===== src/rtl/uart_sha256_ctrl_v3.sv =====
// Host-protocol controller between the UART cores and the SHA-256 processor:
// length-prefixed frames in, status byte plus raw or ASCII-hex digest out.
module uart_sha256_ctrl_v3 #(
    parameter int LEN_BYTES      = 2,
    parameter int MAX_LEN        = 1024,
    parameter int TIMEOUT_CYCLES = 46875
) (
    input  logic         clk,
    input  logic         rst_n,
    input  logic [7:0]   rx_data,
    input  logic         rx_valid,
    output logic [7:0]   tx_data,
    output logic         tx_start,
    input  logic         tx_busy,
    output logic         proc_start,
    output logic [7:0]   proc_data,
    output logic         proc_valid,
    output logic         proc_last,
    output logic         proc_abort,
    input  logic [255:0] hash_in,
    input  logic         hash_done,
    output logic         busy
);
    localparam int LW  = 8 * LEN_BYTES;
    localparam int PCW = $clog2(MAX_LEN + 1);
    localparam int TOW = (TIMEOUT_CYCLES > 1) ? $clog2(TIMEOUT_CYCLES + 1) : 1;

    localparam logic [7:0] STAT_OK   = 8'h00;
    localparam logic [7:0] STAT_ZERO = 8'hE1;
    localparam logic [7:0] STAT_LONG = 8'hE2;
    localparam logic [7:0] STAT_TMO  = 8'hE3;

    typedef enum logic [2:0] {
        S_IDLE        = 3'd0,
        S_LEN         = 3'd1,
        S_PAYLOAD     = 3'd2,
        S_WAIT_DONE   = 3'd3,
        S_SEND_STATUS = 3'd4,
        S_SEND_HASH   = 3'd5,
        S_DRAIN       = 3'd6
    } state_t;

    state_t           state_r;
    logic             hex_mode_r;
    logic [LW-1:0]    len_r;
    logic [2:0]       len_cnt_r;
    logic [PCW-1:0]   pay_cnt_r;
    logic [TOW-1:0]   to_cnt_r;
    logic             started_r;
    logic [7:0]       status_r;
    logic [255:0]     hash_r;
    logic [5:0]       idx_r;
    logic             tx_prev_r;

    logic [LW-1:0]    len_next_s;
    logic             len_last_s;
    logic             pay_last_s;
    logic             tx_ok_s;
    logic             timeout_s;
    logic [7:0]       hash_byte_s;
    logic [7:0]       hex_char_s;

    function automatic logic [7:0] nib2hex(input logic [3:0] n);
        if (n < 4'd10) begin
            nib2hex = 8'h30 + {4'h0, n};
        end else begin
            nib2hex = 8'h57 + {4'h0, n};
        end
    endfunction

    // Next-state helpers: length shift, end-of-field/payload detect, tx guard, digest byte select
    always_comb begin
        len_next_s  = LW'({len_r, rx_data});
        len_last_s  = (len_cnt_r == 3'(LEN_BYTES - 1));
        pay_last_s  = ((32'(pay_cnt_r) + 32'd1) == 32'(len_r));
        // tx_busy rises one cycle late, so the two cycles after a start are also blocked
        tx_ok_s     = !tx_busy && !tx_start && !tx_prev_r;
        hash_byte_s = hash_r[{~idx_r[4:0], 3'b000} +: 8];
        hex_char_s  = nib2hex(hash_r[{~idx_r[5:0], 2'b00} +: 4]);
        if (TIMEOUT_CYCLES == 0) begin
            timeout_s = 1'b0;
        end else begin
            timeout_s = !rx_valid && (32'(to_cnt_r) == (32'(TIMEOUT_CYCLES) - 32'd1));
        end
    end

    // Protocol FSM with all outputs registered
    always_ff @(posedge clk or negedge rst_n) begin
        if (!rst_n) begin
            state_r    <= S_IDLE;
            hex_mode_r <= 1'b0;
            len_r      <= '0;
            len_cnt_r  <= 3'd0;
            pay_cnt_r  <= '0;
            to_cnt_r   <= '0;
            started_r  <= 1'b0;
            status_r   <= 8'h00;
            hash_r     <= 256'd0;
            idx_r      <= 6'd0;
            tx_prev_r  <= 1'b0;
            tx_data    <= 8'h00;
            tx_start   <= 1'b0;
            proc_start <= 1'b0;
            proc_data  <= 8'h00;
            proc_valid <= 1'b0;
            proc_last  <= 1'b0;
            proc_abort <= 1'b0;
            busy       <= 1'b0;
        end else begin
            tx_start   <= 1'b0;
            proc_start <= 1'b0;
            proc_valid <= 1'b0;
            proc_last  <= 1'b0;
            proc_abort <= 1'b0;
            tx_prev_r  <= tx_start;
            case (state_r)
                S_IDLE: begin
                    len_r     <= '0;
                    len_cnt_r <= 3'd0;
                    pay_cnt_r <= '0;
                    to_cnt_r  <= '0;
                    started_r <= 1'b0;
                    if (rx_valid && (rx_data == 8'h01 || rx_data == 8'h02)) begin
                        hex_mode_r <= (rx_data == 8'h02);
                        busy       <= 1'b1;
                        state_r    <= S_LEN;
                    end
                end
                S_LEN: begin
                    if (rx_valid) begin
                        to_cnt_r  <= '0;
                        len_r     <= len_next_s;
                        len_cnt_r <= len_cnt_r + 3'd1;
                        if (len_last_s) begin
                            if (len_next_s == '0) begin
                                status_r <= STAT_ZERO;
                                state_r  <= S_SEND_STATUS;
                            end else if (32'(len_next_s) > 32'(MAX_LEN)) begin
                                status_r <= STAT_LONG;
                                state_r  <= S_SEND_STATUS;
                            end else begin
                                proc_start <= 1'b1;
                                started_r  <= 1'b1;
                                state_r    <= S_PAYLOAD;
                            end
                        end
                    end else if (timeout_s) begin
                        status_r <= STAT_TMO;
                        state_r  <= S_SEND_STATUS;
                    end else begin
                        to_cnt_r <= to_cnt_r + TOW'(1);
                    end
                end
                S_PAYLOAD: begin
                    if (rx_valid) begin
                        to_cnt_r   <= '0;
                        proc_data  <= rx_data;
                        proc_valid <= 1'b1;
                        pay_cnt_r  <= pay_cnt_r + PCW'(1);
                        if (pay_last_s) begin
                            proc_last <= 1'b1;
                            state_r   <= S_WAIT_DONE;
                        end
                    end else if (timeout_s) begin
                        proc_abort <= started_r;
                        status_r   <= STAT_TMO;
                        state_r    <= S_SEND_STATUS;
                    end else begin
                        to_cnt_r <= to_cnt_r + TOW'(1);
                    end
                end
                S_WAIT_DONE: begin
                    if (hash_done) begin
                        hash_r   <= hash_in;
                        status_r <= STAT_OK;
                        state_r  <= S_SEND_STATUS;
                    end
                end
                S_SEND_STATUS: begin
                    if (tx_ok_s) begin
                        tx_data  <= status_r;
                        tx_start <= 1'b1;
                        idx_r    <= 6'd0;
                        state_r  <= (status_r == STAT_OK) ? S_SEND_HASH : S_DRAIN;
                    end
                end
                S_SEND_HASH: begin
                    if (tx_ok_s) begin
                        tx_data  <= hex_mode_r ? hex_char_s : hash_byte_s;
                        tx_start <= 1'b1;
                        idx_r    <= idx_r + 6'd1;
                        if (hex_mode_r ? (idx_r == 6'd63) : (idx_r == 6'd31)) begin
                            state_r <= S_DRAIN;
                        end
                    end
                end
                S_DRAIN: begin
                    if (tx_ok_s) begin
                        busy    <= 1'b0;
                        state_r <= S_IDLE;
                    end
                end
                default: begin
                    busy    <= 1'b0;
                    state_r <= S_IDLE;
                end
            endcase
        end
    end
endmodule


===== config.mk =====
export PLATFORM = sky130hd
export DESIGN_NAME = uart_sha256_ctrl_v3
export DESIGN_NICKNAME = d
export VERILOG_FILES = /design/src/rtl/uart_sha256_ctrl_v3.sv
export SDC_FILE = /design/constraint.sdc
export NUM_CORES = 1
export LEC_CHECK = 0
export CAP_MARGIN = 5
export CORE_MARGIN = 2
export CORE_UTILIZATION = 59
export CTS_CLUSTER_DIAMETER = 200
export DETAILED_ROUTE_END_ITERATION = 7
export PLACE_DENSITY = 0.87
export SLEW_MARGIN = 25
export SYNTH_ARGS = -nofsm -noshare
export SYNTH_HDL_FRONTEND = slang
export SYNTH_SLANG_ARGS = --single-unit

===== constraint.sdc =====
create_clock -name clk -period 4.1 [get_ports clk]
set_clock_uncertainty 0.1 [all_clocks]
set_input_delay 1.23 -clock clk [delete_from_list [all_inputs] [get_ports clk]]
set_output_delay 1.23 -clock clk [all_outputs]
set_load 0.01 [all_outputs]

== Yosys cells after proc, flatten, opt, wreduce, memory -nomap -nowiden ==
Cells that the tools add are included.
Word-level totals
  output and inout port bits: 22
  input port bits: 269
  register bits after elaboration: 344
Cells by class
  add/subtract/negate cells: 7
  magnitude comparators: 2
  bitwise logic cells: 3
  reductions and logical operators: 31
  muxes and demuxes: 64
  shift operators: 2
  equal/unequal tests: 29
Operators with widths (number)
  256-bit by 9-bit variable part select with 4-bit output: 1
  256-bit by 9-bit variable part select with 8-bit output: 1
  8-bit 2-to-1 mux: 11
  16-bit one-hot mux with 2 select lines: 2
  16-bit 2-to-1 mux: 3
  3-bit 2-to-1 mux: 14
  2-bit inequality test, second input constant: 12
  8-bit one-hot mux with 3 select lines: 1
  1-bit 2-to-1 mux: 22
  11-bit one-hot mux with 2 select lines: 1
  3-bit one-hot mux with 7 select lines: 1
  16-bit by 1-bit adder with 16-bit output, second input constant: 1
  12-bit by 16-bit == test with 1-bit output: 1
  16-bit == test, second input constant: 1
  16-bit by 11-bit > comparator with 1-bit output, second input constant: 1
  16-bit zero test: 1
  8-bit one-hot mux with 2 select lines: 1
  11-bit by 1-bit adder with 12-bit output, second input constant: 1
  6-bit 2-to-1 mux: 2
  6-bit one-hot mux with 2 select lines: 1
  2-bit AND reduction: 6
  11-bit by 1-bit adder with 11-bit output, second input constant: 1
  11-bit 2-to-1 mux: 1
  5-bit AND reduction: 2
  32 further kinds: 49

== Logic depth before layout (Yosys ltp) ==
  depth after elaboration: 7
  depth in mapped cells: 16

== Least setup slack after synthesis ==
Ideal clock, no wire load.
  kind: input to register
  start: input port rx_data[4]
  end: register status_r[0]
  arrival: 3.108 ns
  buffers on the path: 0
  slack: 0.766 ns
  stages on the path: 6
  cell sequence: or4_1 > nand4bb_1 > mux2i_1 > o31ai_1 > a2111o_1 > o32a_1
On the way
  longest elaborated chain between the ends: 5
  elaborated cells on any way between the ends: 8
  those cells by class: order compare: 1; eq/ne: 1; mux: 4; reduce/logical: 2
RTL lines
  from (decl): RTL line 10  | input logic [7:0] rx_data,
  branches (longest 5 deep; another with 16-bit by 11-bit > comparator with 1-bit output)
  to (signal assigned): RTL line 136  | status_r <= STAT_ZERO;
  to (signal assigned): RTL line 139  | status_r <= STAT_LONG;
  to (signal assigned): RTL line 148  | status_r <= STAT_TMO;
  to (decl): RTL line 50  | logic [7:0] status_r;
Several ways; the timed one is not identified. The select of a mux whose other input is x is not followed.
A chain may end at the register's enable or synchronous reset.

== Final worst setup path ==
  start: input port rx_data[4]
  end: register status_r[1]
The elaborated chain is that of the path after synthesis.

==> impl_metrics.tcl <==
set metrics [dict create \
    status "finished clean" \
    antenna_found_initial 9 \
    cts_tree "built" \
    start_util 0.597 \
    ant_nets 0 \
    drc 0 \
    grt-busiest-layer "met2" \
    fin_ws_ns 0.533 \
    synth-edff-count 0 \
    htreeDepth 2 \
    worst_path_max_delay_cell "or4_1" \
    via_per_inst 6.52 \
    synth_top_area_share 0.473 \
    netlist_top_cells_area "dfrtp_1 47%, mux4_2 16%, mux2_2 16%" \
    cts_hold_buf 0 \
    grt_max_degree 90 \
    slew_headroom 0.490 \
    grt_util_all_layers 0.318 \
    synth_ff_type "dfrtp_1" \
    crit_start "rx_data[4]" \
    die_area_mm2 0.0323 \
    vdd_drop_max_uv 444 \
    numCtsBuffers 38 \
    core_area_mm2 0.0305 \
    max_freq_mhz 280 \
    critPathLaunchType "primary input" \
    post-place-ws_ns 0.0489 \
    port_buffers 290 \
    rr_startpoint "idx_r[1]$_DFFE_PN0P_" \
    routed_wl_um 51200 \
    drt-initial-drc-count 1325 \
    dieHeight_um 180 \
    finalCriticalPeriod_ns 3.57 \
    cts.sinks 344 \
    synth_commonest_cells "344 x dfrtp_1, 265 x mux2_2, 133 x mux4_2" \
    cp.arrival_ns 3.92 \
    cp.required_ns 4.45 \
    crit_type "primary input to flip-flop" \
    globalRouteMet1Util 0.396 \
    worstPathMaxFanout 5 \
    syn_to_final_growth_pct 25.2 \
    vias 13400 \
    synthArstFlopShare 1.00 \
    gp_congestion 0.899 \
    maxCapViolCount 0 \
    fin_setup_tns_ns 0 \
    hold_path_class "flip-flop to flip-flop" \
    cts_max_path_buffers 3 \
    cts-root-buf "clkbuf_16" \
    final_net_count 1902 \
    insertion_delay_ns 0.53 \
    hold_viol 0 \
    dp_hpwl_um 36600 \
    fin_crit_sh 0.870 \
    syn_inst 1355 \
    synth_top_area_cell "dfrtp_1" \
    yosysWarnings 0 \
    crit_path_max_incr_delay_ns 0.63 \
    use_met3 0.0701 \
    die_x_um 180 \
    worstPathCellList "clkdlybuf4s50_1 > or4_1 > nand4bb_1 > mux2i_1 > o31ai_1 > a2111o_1 > a21oi_2 > a21oi_1 > nor2_1" \
    setup_violations 0 \
    seq_area_frac_synth 0.473 \
    syn-mean-instance-area_um2 13.4 \
    post_route_cells_drive_above_1_share 0.308 \
    netlist_area_mm2 0.0182 \
    power_per_cell_area_mw_per_mm2 755 \
    leakage_nw 9.42 \
    use_met2 0.534 \
    worst_pin_slew_ns 0.765 \
    ioPinCount 291 \
    worstSetupEndpointType "flip-flop" \
    post_cts_buffers 0 \
    rsz0062_at_grt "false" \
    first_pass_iters 5 \
    overflow 0 \
    grt_pass1_wl_um 79700 \
    ys_seq_elements 344 \
    post_cts_resized 0 \
    synth_cell_types 63 \
    syn_nets 1631 \
    synth_most_common_cell "dfrtp_1" \
    clk_pin_slew_ns 0.06 \
    place_area_mm2 0.0215 \
    maxSlewViolCount 0 \
    finalInstanceArea_mm2 0.0228 \
    grt_pass1_vias 14000 \
    rows 64 \
    routedWlPerCell_um 24.9 \
    worstHoldStart "tx_start$_DFF_PN0_" \
]
==> report_power, final <==
group	switching (mW)	internal, mW	leakage [nW]
Combinational	3.31	4.16	4.54
Clock	1.37	2.14	0.635
Sequential	1.35	4.89	4.24
Total	6.03	11.2	9.42
==> sequential cells by signal, summed over array words and instances, names as in the netlist, 3 cells and up <==
name       cells
hash_r       256
len_r         16
to_cnt_r      16
pay_cnt_r     11
proc_data      8
status_r       8
tx_data        8
idx_r          6
len_cnt_r      3
state_r        3
==> per-stage QoR <==
stage | cells | util | hold slack, ns | total power [mW]
floorplan | 1355 | - | 0.336 | 11.2
global placement | 1982 | 0.705 | 0.290 | 13.2
detailed placement | 1982 | 0.705 | 0.306 | 13.6
CTS | 2048 | 0.747 | 0.344 | 17.2
global route | 2051 | 0.747 | 0.354 | 18.0
finish | 2054 | 0.747 | 0.328 | 17.2
==> cells by family after synthesis <==
family	share of synthesized area
buffers and inverters	0.0312
AND/OR/NAND/NOR	0.0622
XOR/XNOR	0.00721
AO/OA/AOI/OAI	0.0704
multiplexers	0.351
adder cells (fa/ha/maj)	0.00481
flip-flops	0.473
==> final timing paths <==
path,to,slack (ns),cells past startpoint
min,tx_prev_r$_DFF_PN0_,0.33,0
max in group asynchronous,busy$_DFFE_PN0P_,2.26,2
max reg2reg,tx_data[6]$_DFFE_PN0P_,0.57,9
min reg2reg,tx_prev_r$_DFF_PN0_,0.33,0
min in group asynchronous,proc_valid$_DFF_PN0_,0.58,1
max,status_r[1]$_DFFE_PN0P_,0.53,9
==> final cells by class <==
cell class | instances | area, µm²
multi-input combinational | 897 | 9040
sequential | 344 | 8620
fill | 1830 | 7710
timing repair buffer | 326 | 3280
clock buffer | 55 | 1110
tap | 396 | 495
clock inverter | 11 | 166
inverter | 19 | 71.3
antenna | 6 | 15.0
==> worst max-delay path, delay by kind of cell <==
family	cells	cell delay, ns
buffers and inverters	1	0.44
AOI/OAI and AO/OA	4	0.94
muxes	1	0.28
and+or+nand+nor	3	1.03
==> per-layer routing <==
metal / vias to the layer above / wire (µm)
met5: - / 27
met4: 4 / 2640
met3: 148 / 3890
met2: 629 / 25800
met1: 6895 / 18900
li1: 5710 / -
==> cells in the final DEF (no fill, tap or decap), types with 8 or more instances in the layout <==
cell	count
mux4_2	133
o221ai_1	8
nor2_1	64
mux2i_1	42
and3_1	16
buf_12	8
buf_4	28
o21ai_0	65
a22o_1	19
xor2_1	8
nand3_1	16
a21oi_1	30
o31ai_1	11
clkdlybuf4s50_1	289
dfrtp_1	341
nor3_1	10
nand2_1	81
inv_1	17
clkbuf_8	10
mux2_2	265
o22ai_1	12
clkbuf_16	38
nor2b_1	8
Note: power is estimated with default switching activity, not from simulation.
